--- src/rtl/deser400_tp_scan_if.sv ---
// Signal bundle between the deser400 test-point scan sequencer (slave) and the
// block that controls it and returns the mux output (master).
interface deser400_tp_scan_if #(
   parameter int DW = 16
);
   logic          scan_en;
   logic          scan_once;
   logic [DW-1:0] dwell;
   logic [5:0]    man_sela;
   logic [5:0]    man_selb;
   logic          tpa;
   logic [5:0]    sela;
   logic [5:0]    selb;
   logic          busy;
   logic          res_valid;
   logic [5:0]    res_sel;
   logic [DW-1:0] res_count;
   logic          scan_done;

   modport master (
      output scan_en, scan_once, dwell, man_sela, man_selb, tpa,
      input  sela, selb, busy, res_valid, res_sel, res_count, scan_done
   );

   modport slave (
      input  scan_en, scan_once, dwell, man_sela, man_selb, tpa,
      output sela, selb, busy, res_valid, res_sel, res_count, scan_done
   );
endinterface

--- src/rtl/deser400_tp_scan.sv ---
// Test-point scan sequencer for the deser400 mux: manual select pass-through, or an
// automatic sweep of all 52 points reporting the tpa high-count for each one.
module deser400_tp_scan #(
   parameter int SETTLE = 2,   // must cover the 2-stage mux pipeline
   parameter int DW     = 16
) (
   input  logic              clk,
   input  logic              reset,
   deser400_tp_scan_if.slave bus
);

   localparam int              SW          = (SETTLE > 1) ? $clog2(SETTLE) : 1;
   localparam logic [SW-1:0]   SETTLE_LOAD = SW'(SETTLE - 1);
   localparam logic [5:0]      LAST_POINT  = 6'h3C;
   localparam logic [3:0]      LAST_CHAN   = 4'd12;

   typedef enum logic [1:0] {
      ST_IDLE,
      ST_SETTLE,
      ST_MEASURE,
      ST_REPORT
   } state_t;

   state_t        state;
   state_t        state_next;
   logic [SW-1:0] settle_cnt;
   logic [DW-1:0] dwell_cnt;
   logic [DW-1:0] count;
   logic [DW-1:0] dwell_load;
   logic [DW-1:0] count_final;
   logic          once_q;
   logic          start_scan;
   logic          enter_settle;
   logic          report_now;
   logic          last_point;

   assign dwell_load  = (bus.dwell == '0) ? DW'(1) : bus.dwell;
   assign count_final = count + DW'(bus.tpa);
   assign last_point  = (bus.sela == LAST_POINT);

   // Channels run 0..12; the group carry out of group 3 wraps back to point 6'h00.
   function automatic logic [5:0] next_point(input logic [5:0] p);
      logic [1:0] grp;
      logic [3:0] chan;
      grp  = p[5:4];
      chan = p[3:0];
      if (chan >= LAST_CHAN) begin
         grp  = grp + 2'd1;
         chan = 4'd0;
      end else begin
         chan = chan + 4'd1;
      end
      return {grp, chan};
   endfunction

   always_ff @(posedge clk or posedge reset) begin
      if (reset) state <= ST_IDLE;
      else       state <= state_next;
   end

   // NOTE: every signal driven here gets a default first, so no path leaves one
   // unassigned and no latch is inferred.
   always_comb begin
      state_next   = state;
      start_scan   = 1'b0;
      enter_settle = 1'b0;
      report_now   = 1'b0;
      case (state)
         ST_IDLE: begin
            if (bus.scan_en) begin
               state_next   = ST_SETTLE;
               start_scan   = 1'b1;
               enter_settle = 1'b1;
            end
         end
         ST_SETTLE: begin
            if (!bus.scan_en)          state_next = ST_IDLE;
            else if (settle_cnt == '0) state_next = ST_MEASURE;
         end
         ST_MEASURE: begin
            if (!bus.scan_en) begin
               state_next = ST_IDLE;
            end else if (dwell_cnt == DW'(1)) begin
               state_next = ST_REPORT;
               report_now = 1'b1;
            end
         end
         ST_REPORT: begin
            if (!bus.scan_en || (last_point && once_q)) begin
               state_next = ST_IDLE;
            end else begin
               state_next   = ST_SETTLE;
               enter_settle = 1'b1;
            end
         end
         default: state_next = ST_IDLE;
      endcase
   end

   // NOTE: sequential state uses non-blocking assignments so every register
   // samples the pre-edge values regardless of statement order.
   always_ff @(posedge clk or posedge reset) begin
      if (reset) begin
         bus.sela      <= '0;
         bus.selb      <= '0;
         bus.busy      <= 1'b0;
         bus.res_valid <= 1'b0;
         bus.res_sel   <= '0;
         bus.res_count <= '0;
         bus.scan_done <= 1'b0;
         settle_cnt    <= '0;
         dwell_cnt     <= '0;
         count         <= '0;
         once_q        <= 1'b0;
      end else begin
         bus.selb      <= bus.man_selb;
         bus.busy      <= (state_next != ST_IDLE);
         bus.res_valid <= report_now;
         bus.scan_done <= report_now && last_point && once_q;

         case (state)
            ST_IDLE: begin
               if (start_scan) begin
                  bus.sela <= 6'h00;
                  once_q   <= bus.scan_once;
               end else begin
                  bus.sela <= bus.man_sela;
               end
            end
            ST_SETTLE: begin
               if (settle_cnt != '0) settle_cnt <= settle_cnt - SW'(1);
               else                  count      <= '0;
            end
            ST_MEASURE: begin
               count     <= count_final;
               dwell_cnt <= dwell_cnt - DW'(1);
            end
            ST_REPORT: bus.sela <= next_point(bus.sela);
            default: ;
         endcase

         if (enter_settle) begin
            settle_cnt <= SETTLE_LOAD;
            dwell_cnt  <= dwell_load;
         end

         // Result fields load on the same edge that raises res_valid and then hold.
         if (report_now) begin
            bus.res_sel   <= bus.sela;
            bus.res_count <= count_final;
         end
      end
   end

endmodule

--- src/flat_wrapper.sv ---
// flat-port wrapper written by rule: the top's interface ports become plain ports
module deser400_tp_scan_flat 
#(
   parameter int SETTLE = 2,                                         
   parameter int DW     = 16
)
  (clk, reset, bus_scan_en, bus_scan_once, bus_dwell, bus_man_sela, bus_man_selb, bus_tpa, bus_sela, bus_selb, bus_busy, bus_res_valid, bus_res_sel, bus_res_count, bus_scan_done);
  deser400_tp_scan_if #(.DW(DW)) bus_i ();
  input  logic clk;
  input  logic reset;
  input wire logic [$bits(bus_i.scan_en)-1:0] bus_scan_en;
  input wire logic [$bits(bus_i.scan_once)-1:0] bus_scan_once;
  input wire logic [$bits(bus_i.dwell)-1:0] bus_dwell;
  input wire logic [$bits(bus_i.man_sela)-1:0] bus_man_sela;
  input wire logic [$bits(bus_i.man_selb)-1:0] bus_man_selb;
  input wire logic [$bits(bus_i.tpa)-1:0] bus_tpa;
  output wire logic [$bits(bus_i.sela)-1:0] bus_sela;
  output wire logic [$bits(bus_i.selb)-1:0] bus_selb;
  output wire logic [$bits(bus_i.busy)-1:0] bus_busy;
  output wire logic [$bits(bus_i.res_valid)-1:0] bus_res_valid;
  output wire logic [$bits(bus_i.res_sel)-1:0] bus_res_sel;
  output wire logic [$bits(bus_i.res_count)-1:0] bus_res_count;
  output wire logic [$bits(bus_i.scan_done)-1:0] bus_scan_done;
  assign bus_i.scan_en = bus_scan_en;
  assign bus_i.scan_once = bus_scan_once;
  assign bus_i.dwell = bus_dwell;
  assign bus_i.man_sela = bus_man_sela;
  assign bus_i.man_selb = bus_man_selb;
  assign bus_i.tpa = bus_tpa;
  assign bus_sela = bus_i.sela;
  assign bus_selb = bus_i.selb;
  assign bus_busy = bus_i.busy;
  assign bus_res_valid = bus_i.res_valid;
  assign bus_res_sel = bus_i.res_sel;
  assign bus_res_count = bus_i.res_count;
  assign bus_scan_done = bus_i.scan_done;
  deser400_tp_scan #(.SETTLE(SETTLE), .DW(DW)) u_core (.clk(clk), .reset(reset), .bus(bus_i));
endmodule
--- config.mk ---
export PLATFORM = sky130hd
export DESIGN_NAME = deser400_tp_scan_flat
export DESIGN_NICKNAME = d
export VERILOG_FILES = /design/src/rtl/deser400_tp_scan_if.sv /design/src/rtl/deser400_tp_scan.sv /design/src/flat_wrapper.sv
export SDC_FILE = /design/constraint.sdc
export NUM_CORES = 1
export LEC_CHECK = 0
export CAP_MARGIN = 40
export CORE_MARGIN = 3
export CORE_UTILIZATION = 53
export DETAILED_ROUTE_END_ITERATION = 8
export PLACE_DENSITY = 0.89
export SLEW_MARGIN = 10
export SYNTH_ARGS = -nofsm -noshare
export SYNTH_HDL_FRONTEND = slang
export SYNTH_SLANG_ARGS = --single-unit
--- constraint.sdc ---
create_clock -name clk -period 2.76 [get_ports clk]
set_input_delay 0.414 -clock clk [delete_from_list [all_inputs] [get_ports clk]]
set_output_delay 0.414 -clock clk [all_outputs]
set_load 0.01 [all_outputs]
# Yosys cells after proc, flatten, opt, wreduce, memory -nomap -nowiden
# Index checks and enable logic that the tools add are counted.
op_classes:
  addsub: 5
  multipliers: 0
  div: 0
  n_lt_le_gt_ge: 1
  eq_ne: 7
  n_shift: 0
  n_mux: 26
  n_bitwise: 0
  n_reduce_logical: 15
op_table:
  columns: ["cell", "count"]
  rows:
  - ["$mux W16", 4]
  - ["$pmux W16 S2", 1]
  - ["$add A16 B1 Y16", 1]
  - ["$eq A16 B1 Y1 const B", 1]
  - ["$logic_not A16 Y1", 1]
  - ["$sub A16 B1 Y16 const B", 1]
  - ["$mux W2", 6]
  - ["$pmux W6 S2", 1]
  - ["$mux W1", 10]
  - ["$reduce_bool A2 Y1", 5]
  - ["$pmux W2 S4", 1]
  - ["$eq A6 B6 Y1 const B", 1]
  - ["$mux W6", 1]
  - ["$reduce_and A2 Y1", 3]
  - ["$add A4 B1 Y4 const B", 1]
  - ["$eq A2 B2 Y1 const B", 2]
  - ["$ge A4 B4 Y1 const B", 1]
  - ["$mux W4", 1]
  - ["$logic_and A1 B1 Y1", 3]
  - ["$add A2 B1 Y2 const B", 1]
  - ["$eq A2 B1 Y1 const B", 1]
  - ["$logic_not A2 Y1", 1]
  - ["$ne A2 B1 Y1 const B", 1]
  - ["$ne A2 B2 Y1 const B", 1]
  - ["4 further kinds", 4]
totals:
  register_bits: 73
  latchBits: 0
  mem_bits_rw: 0
  rom_bits: 0
  out_inout_bits: 37
  word_cells: 67
  n_memories: 0

# Longest topological paths before layout
# Gate-level depths: netlist of the first run.
logic_depth:
  ltp_word: 6
  depth_mapped: 8
  depth_no_buf: 6

# Least setup slack after synthesis of the first run
# No wires, ideal clock.
synth_timing:
  path_type: "input to register"
  from: "input bus_tpa"
  to: "register u_core.bus.res_count[14]"
  setup_ns: 0.125
  t_arrival_ns: 2.017
  path_slack_ns: 0.618
  stages: 7
  n_path_buf: 1
  path_cell_list: "ha_1 > ha_1 > and4_1 > clkbuf_2 > or4b_1 > xnor2_1 > mux2_2"
synth_between:
  elab_chain_len: 1
synth_rtl:
  columns: ["item", "line", "text"]
  rows:
  - ["start, declared", "flat_wrapper.sv:16", "input wire logic [$bits(bus_i.tpa)-1:0] bus_tpa;"]
  - ["$add A16 B1 Y16", "deser400_tp_scan.sv:38", "assign count_final = count + DW'(bus.tpa);"]
  - ["end signal, assigned", "deser400_tp_scan.sv:150", "bus.res_count <= count_final;"]
  - ["end, declared", "deser400_tp_scan_if.sv:27", "output sela, selb, busy, res_valid, res_sel, res_count, scan_done"]
# Every way passes these cells.
# A chain may end at the register's enable or synchronous reset.

# Final worst setup path of the first run
layout_timing:
  from: "register u_core.state[0]"
  to: "register u_core.bus.res_count[4]"
layout_between:
  elab_chain_len: 2
layout_rtl:
  columns: ["item", "line", "text"]
  rows:
  - ["start, declared", "deser400_tp_scan.sv:24", "state_t state;"]
  - ["start signal, assigned", "deser400_tp_scan.sv:58", "else state <= state_next;"]
  - ["$eq A2 B2 Y1", "deser400_tp_scan.sv:68", "case (state)"]
  - ["$mux W1", "deser400_tp_scan.sv:68", null]
# Every way passes these cells.

==> impl_metrics.py, run 1 <==
metrics = {
    "sta": {
        "tightest_slew_ps": 702,
        "relSlewSlack": 0.529,
        "slew_violations": 0,
        "fin_skew_ps": 15.0,
        "rsz0062_at_grt": "no",
        "finalHoldViolCount": 0,
        "fin_setup_tns_ps": 0,
        "fin_crit_ps": 2270,
        "report.final.setup_viol": 0,
        "fin_crit_sh": 0.822,
        "clock.fmax_mhz": 441,
    },
    "global_routing": {
        "grt_start_max_net_pins": 50,
        "overflow": 0,
        "grt_use_total": 0.205,
        "antenna_found_initial": 0,
        "first_global_vias": 2979,
        "grt_pass1_wl_um": 13800,
    },
    "cells_and_area": {
        "fin_nets": 452,
        "nFillCells": 548,
        "antenna_cells": 0,
        "area_delta_synth_final_pct": 25.6,
        "drive_gt1_frac": 0.155,
        "finalNonFillerCells": 509,
    },
    "placed_design": {
        "port-buffer-count": 69,
        "gp_congestion": 0.854,
        "place_inst": 493,
        "hpwlAfterDp_um": 5870,
    },
    "cts": {
        "ctsResizeCount": 0,
        "postCtsSetupRepairBufs": 0,
        "cts_buffers": 9,
        "ctsHoldBuffers": 0,
        "cts_root_buffer": "clkbuf_8",
        "cts_max_level": 3,
        "clock_latency_ps": 360,
        "cts_sinks": 73,
        "clockBufferDepth": 2,
        "cts_tree": "done",
        "clkSlewWorstSetupHoldPaths_ps": 80,
    },
    "yosys": {
        "synth-seq-cells": 73,
        "synth_flop_cell": "dfrtp_1",
        "async_reset_ff_frac": 1.00,
        "syn_nets": 382,
        "avgSynthCellArea_um2": 11.3,
        "netlist_area_um2": 3840,
        "synth.top_cell.area_share": 0.476,
        "yosys_warnings": 0,
        "yosys-top-cells-area": "dfrtp_1 48%, mux2_4 7.0%, mux2_2 5.9%, xnor2_1 4.6%, ha_1 3.6%",
        "yosysTopAreaCell": "dfrtp_1",
        "synth_edf_count": 0,
        "yosysUniqueCellTypes": 48,
        "syn_inst": 338,
        "seq_area_frac_synth": 0.476,
    },
    "pwr": {
        "p_per_area_nw_per_um2": 804,
        "p_leak_nw": 2.14,
        "ir_worst_vdd_v": 0.000492,
    },
    "floorplan": {
        "rows": 30,
        "coreArea_um2": 6910,
        "io-pin-count": 70,
        "die_x_um": 91.1,
        "die-area_um2": 8290,
        "floorplan.initialDensity": 0.555,
        "die_height_um": 91.1,
    },
    "worst_hold_path": {
        "hp-class": "in2async",
    },
    "flow_run": {
        "drv_cap": 0,
    },
    "drt": {
        "wl_per_cell_um": 16.1,
        "drt_iter0_drc": 197,
        "antenna_left": 0,
        "viasPerCell": 5.65,
        "routed-via-count": 2876,
        "route.detailed.drc": 0,
        "wl_um": 8190,
        "firstDrtPassIters": 4,
    },
    "worst_setup_path": {
        "crit_arrival_ps": 2500,
        "crit_fanout": 24,
        "cp-start-kind": "flip-flop",
        "cp-end-kind": "flip-flop",
        "r2r_setup_slack_ps": 490,
        "path_class": "reg2reg",
        "crit_required_ps": 2990,
    },
    "outcome": {
        "status": "completed",
    },
}
[cell usage in the layout (no fill, tap or decap), types with 5 or more instances in the layout]
cell type        count
a22o_1               8
mux2_4              18
clkdlybuf4s50_1     69
xnor2_1             20
nor3_1               6
nor4_1               9
and2_1               5
nor2_1              19
nand2_1             13
nand4_1             10
ha_1                11
o21ai_0             25
a21oi_1             11
mux2_2              20
inv_1               11
nand3_1             10
clkbuf_8            10
dfrtp_1             73
o31ai_1              6
xor2_1               9
[area by class of cell]
cell class                 count  area [um2]  area share
clock buffer                  12         145      0.0301
clock inverter                 4        76.3      0.0158
inverter                      12        45.0     0.00935
multi-input combinational    238        1860       0.387
sequential                    73        1830       0.379
tap                           96         120      0.0249
timing repair buffer          74         741       0.154
[report_power, final]
| group | leakage (nW) | internal, mW | switching (mW) |
|---|---|---|---|
| combinational | 1.09 | 0.665 | 0.679 |
| sequential | 0.946 | 1.29 | 0.301 |
| clock | 0.107 | 0.536 | 0.399 |
[cells in the mapped netlist, types with 9 or more instances]
library cell  number
dfrtp_1           73
o21ai_0           25
mux2_2            20
xnor2_1           20
nor2_1            19
mux2_4            18
nand2_1           13
inv_1             12
a21oi_1           11
ha_1              11
nand3_1           10
nand4_1           10
nor4_1             9
xor2_1             9
[sequential cells by signal (all words and copies together) (netlist names)]
signal,cells
u_core.bus.busy,1
u_core.bus.res_count,16
u_core.bus.res_sel,6
u_core.bus.res_valid,1
u_core.bus.scan_done,1
u_core.bus.sela,6
u_core.bus.selb,6
u_core.count,16
u_core.dwell_cnt,16
u_core.once_q,1
u_core.settle_cnt,1
u_core.state,2
[cells by family after synthesis]
| family | after synthesis | synth area share |
|---|---|---|
| AND/OR/NAND/NOR | 95 | 0.146 |
| flip-flops | 73 | 0.476 |
| AO/OA/AOI/OAI | 64 | 0.106 |
| multiplexers | 39 | 0.132 |
| XOR/XNOR | 29 | 0.0662 |
| buffers and inverters | 27 | 0.0382 |
| adder cells (fa/ha/maj) | 11 | 0.0359 |
[worst max-delay path, cell delays in order (launching register included)]
cell	delay [ps]
dfrtp_1	430
inv_1	100
ha_1	170
nor4b_1	410
nand3b_1	110
or3_1	310
buf_4	270
mux2_4	350
[per-stage QoR]
step	cell area (um2)	hold WS [ps]	setup WS (ps)	util	power (mW)
finish	4820	434	492	0.697	3.87
global route	4820	477	304	0.697	4.11
CTS	4820	446	495	0.697	3.88
detailed placement	4600	496	193	0.665	2.94
global placement	4600	481	235	0.665	2.86
floorplan	3840	445	493	-	2.48
[routing by layer]
layer / vias to the layer above / track usage / share of wire / wire length, um
li1: 1367 / - / - / -
met1: 1426 / 0.249 / 0.42 / 3400
met2: 74 / 0.360 / 0.52 / 4230
met3: 9 / 0.0340 / 0.056 / 459
met4: 0 / 0.0867 / 0.012 / 95
met5: - / 0 / 0 / 0
[worst paths after layout]
| check | startpoint | to | depth (start not counted) |
|---|---|---|---|
| max in group asynchronous | reset | u_core.bus.sela[0]$_DFFE_PP0P_ | 3 |
| max reg2reg | u_core.state[0]$_DFF_PP0_ | u_core.bus.res_count[4]$_DFFE_PP0N_ | 7 |
| min | reset | u_core.bus.selb[0]$_DFF_PP0_ | 2 |
| max | u_core.state[0]$_DFF_PP0_ | u_core.bus.res_count[4]$_DFFE_PP0N_ | 7 |
| min in group clk | bus_man_selb[5] | u_core.bus.selb[5]$_DFF_PP0_ | 1 |
| min reg2reg | u_core.bus.res_sel[4]$_DFFE_PP0N_ | u_core.bus.res_sel[4]$_DFFE_PP0N_ | 1 |
Power figures use the tool's default switching activity.
==> run 2: changes to the inputs <==
clock period = 2.15 ns   (was 2.76 ns; I/O delays follow)
==> impl_metrics.py, run 2 (synthesis gave the netlist of run 1 again) <==
metrics = {
    "outcome": {
        "status": "completed",
    },
    "floorplan": {
        "die-area_um2": 8290,
        "die_x_um": 91.1,
        "die_height_um": 91.1,
        "coreArea_um2": 6910,
        "floorplan.initialDensity": 0.555,
        "rows": 30,
        "io-pin-count": 70,
    },
    "worst_setup_path": {
        "slowest_delay_ps": 500,
        "rr_worst_depth": 7,
        "path_class": "in2reg",
        "path_delay_family": "simple AND/OR/NAND/NOR gates",
        "cp-start-kind": "primary input",
        "crit_arrival_ps": 2280,
        "worst-path-buf-inv": 1,
        "crit_required_ps": 2390,
        "r2r_setup_slack_ps": 140,
        "timing.rr.end": "u_core.bus.res_count[9]$_DFFE_PP0N_",
        "slowest_stage": "or4b_1",
        "timing.rr.start": "u_core.state[0]$_DFF_PP0_",
        "setup.worst_path.start": "bus_tpa",
        "worstSetupPathDepth": 7,
        "cp-end-kind": "flip-flop",
        "worstPathCellList": "clkdlybuf4s50_1 > ha_1 > ha_1 > and4_1 > or4b_1 > xnor2_1 > mux2_2",
        "crit_fanout": 3,
        "endpoint": "u_core.bus.res_count[14]$_DFFE_PP0N_",
        "worst_path_most_repeated_cell": "ha_1",
    },
    "cts": {
        "cts_tree": "done",
        "cts_max_level": 3,
        "cts_root_buffer": "clkbuf_8",
        "postCtsSetupRepairBufs": 0,
        "cts_buffers": 9,
        "clock_latency_ps": 350,
        "clockBufferDepth": 2,
        "cts_sinks": 73,
        "clkSlewWorstSetupHoldPaths_ps": 80,
    },
    "sta": {
        "finalHoldViolCount": 0,
        "fin_crit_ps": 2040,
        "slew_violations": 0,
        "hold_ws_ps": 228,
        "rsz0062_at_grt": "no",
        "fin_setup_tns_ps": 0,
        "clock.fmax_mhz": 490,
        "relSlewSlack": 0.720,
        "fin_crit_sh": 0.949,
        "report.final.setup_viol": 0,
        "fin_skew_ps": 11.4,
        "tightest_slew_ps": 420,
    },
    "drt": {
        "wl_per_cell_um": 16.1,
        "viasPerCell": 5.65,
        "antenna_left": 0,
        "drt_iter0_drc": 202,
        "routed-via-count": 2962,
        "firstDrtPassIters": 4,
        "route.detailed.drc": 0,
        "wl_um": 8430,
    },
    "cells_and_area": {
        "antenna_cells": 0,
        "final_util": 0.720,
        "final_cell_mix": "73 x dfrtp_1, 69 x clkdlybuf4s50_1, 25 x o21ai_0",
        "area_delta_synth_final_pct": 29.6,
        "drive_gt1_frac": 0.189,
        "reg_top3": "u_core.bus.res_count x16, u_core.count x16, u_core.dwell_cnt x16",
        "finalNonFillerCells": 524,
        "final_common_cell": "dfrtp_1",
        "fin_nets": 467,
    },
    "global_routing": {
        "grt_start_max_net_pins": 30,
        "grt_pass1_wl_um": 14200,
        "antenna_found_initial": 0,
        "grt_use_total": 0.213,
        "first_global_vias": 3024,
        "overflow": 0,
    },
    "placed_design": {
        "hpwlAfterDp_um": 6120,
        "port-buffer-count": 69,
        "place_inst": 508,
        "gp_congestion": 0.835,
    },
    "pwr": {
        "ir_worst_vdd_v": 0.000638,
        "p_per_area_nw_per_um2": 1040,
        "p_leak_nw": 2.23,
        "power_mw": 5.16,
    },
    "worst_hold_path": {
        "hp-class": "in2async",
    },
    "flow_run": {
        "drv_cap": 0,
    },
}
## run 2: per-stage QoR
stage / cell area, um2 / setup WS, ps
2_1_floorplan: 3840 / 57.2
3_3_place_gp: 4720 / -198
3_5_place_dp: 4720 / -241
4_1_cts: 4970 / 54.9
5_1_grt: 4970 / 9.38
6_report: 4970 / 110
## run 2: worst min path at each step
stage / endpoint / slack [ps] / start
2_1_floorplan: u_core.bus.selb[0]$_DFF_PP0_ / 350 / bus_man_selb[0]
3_3_place_gp: u_core.once_q$_DFFE_PP0P_ / 480 / u_core.once_q$_DFFE_PP0P_
3_5_place_dp: u_core.count[0]$_DFFE_PP0P_ / 490 / u_core.count[0]$_DFFE_PP0P_
4_1_cts: u_core.bus.res_count[1]$_DFFE_PP0N_ / 230 / reset
5_1_grt: u_core.bus.res_count[1]$_DFFE_PP0N_ / 240 / reset
6_report: u_core.bus.res_count[1]$_DFFE_PP0N_ / 230 / reset
## run 2: power by group
part,switching [mW],internal [mW]
Clock,0.525,0.777
Combinational,0.882,0.920
Sequential,0.393,1.66
Total,1.80,3.36
## run 2: worst register-to-register path, delay by kind of cell (launching register included)
family	cells	cell delay, ps
buffers and inverters	2	290
DFF	1	420
and+or+nand+nor	3	700
muxes	1	320
adders and majority gates	1	160
## run 2: repair_timing
item | 4_1_cts | 5_1_grt
endpoints found under the setup margin | 0 | 22
hold buffers | 0 | 0
gates resized for setup | 0 | 1
## run 2: final cells by class
class / count / area [um2]
tap: 96 / 120
clock inverter: 6 / 115
timing repair buffer: 89 / 866
inverter: 12 / 48.8
sequential: 73 / 1830
multi-input combinational: 238 / 1870
clock buffer: 10 / 128
fill: 501 / 1930
## run 2: metal layers
| metal | part of all wire | GRT usage | vias up |
|---|---|---|---|
| met2 | 0.51 | 0.371 | 94 |
| met4 | 0.032 | 0.104 | 0 |
| li1 | - | - | 1395 |
| met1 | 0.42 | 0.257 | 1450 |
| met5 | 0 | 0 | - |
| met3 | 0.044 | 0.0315 | 23 |
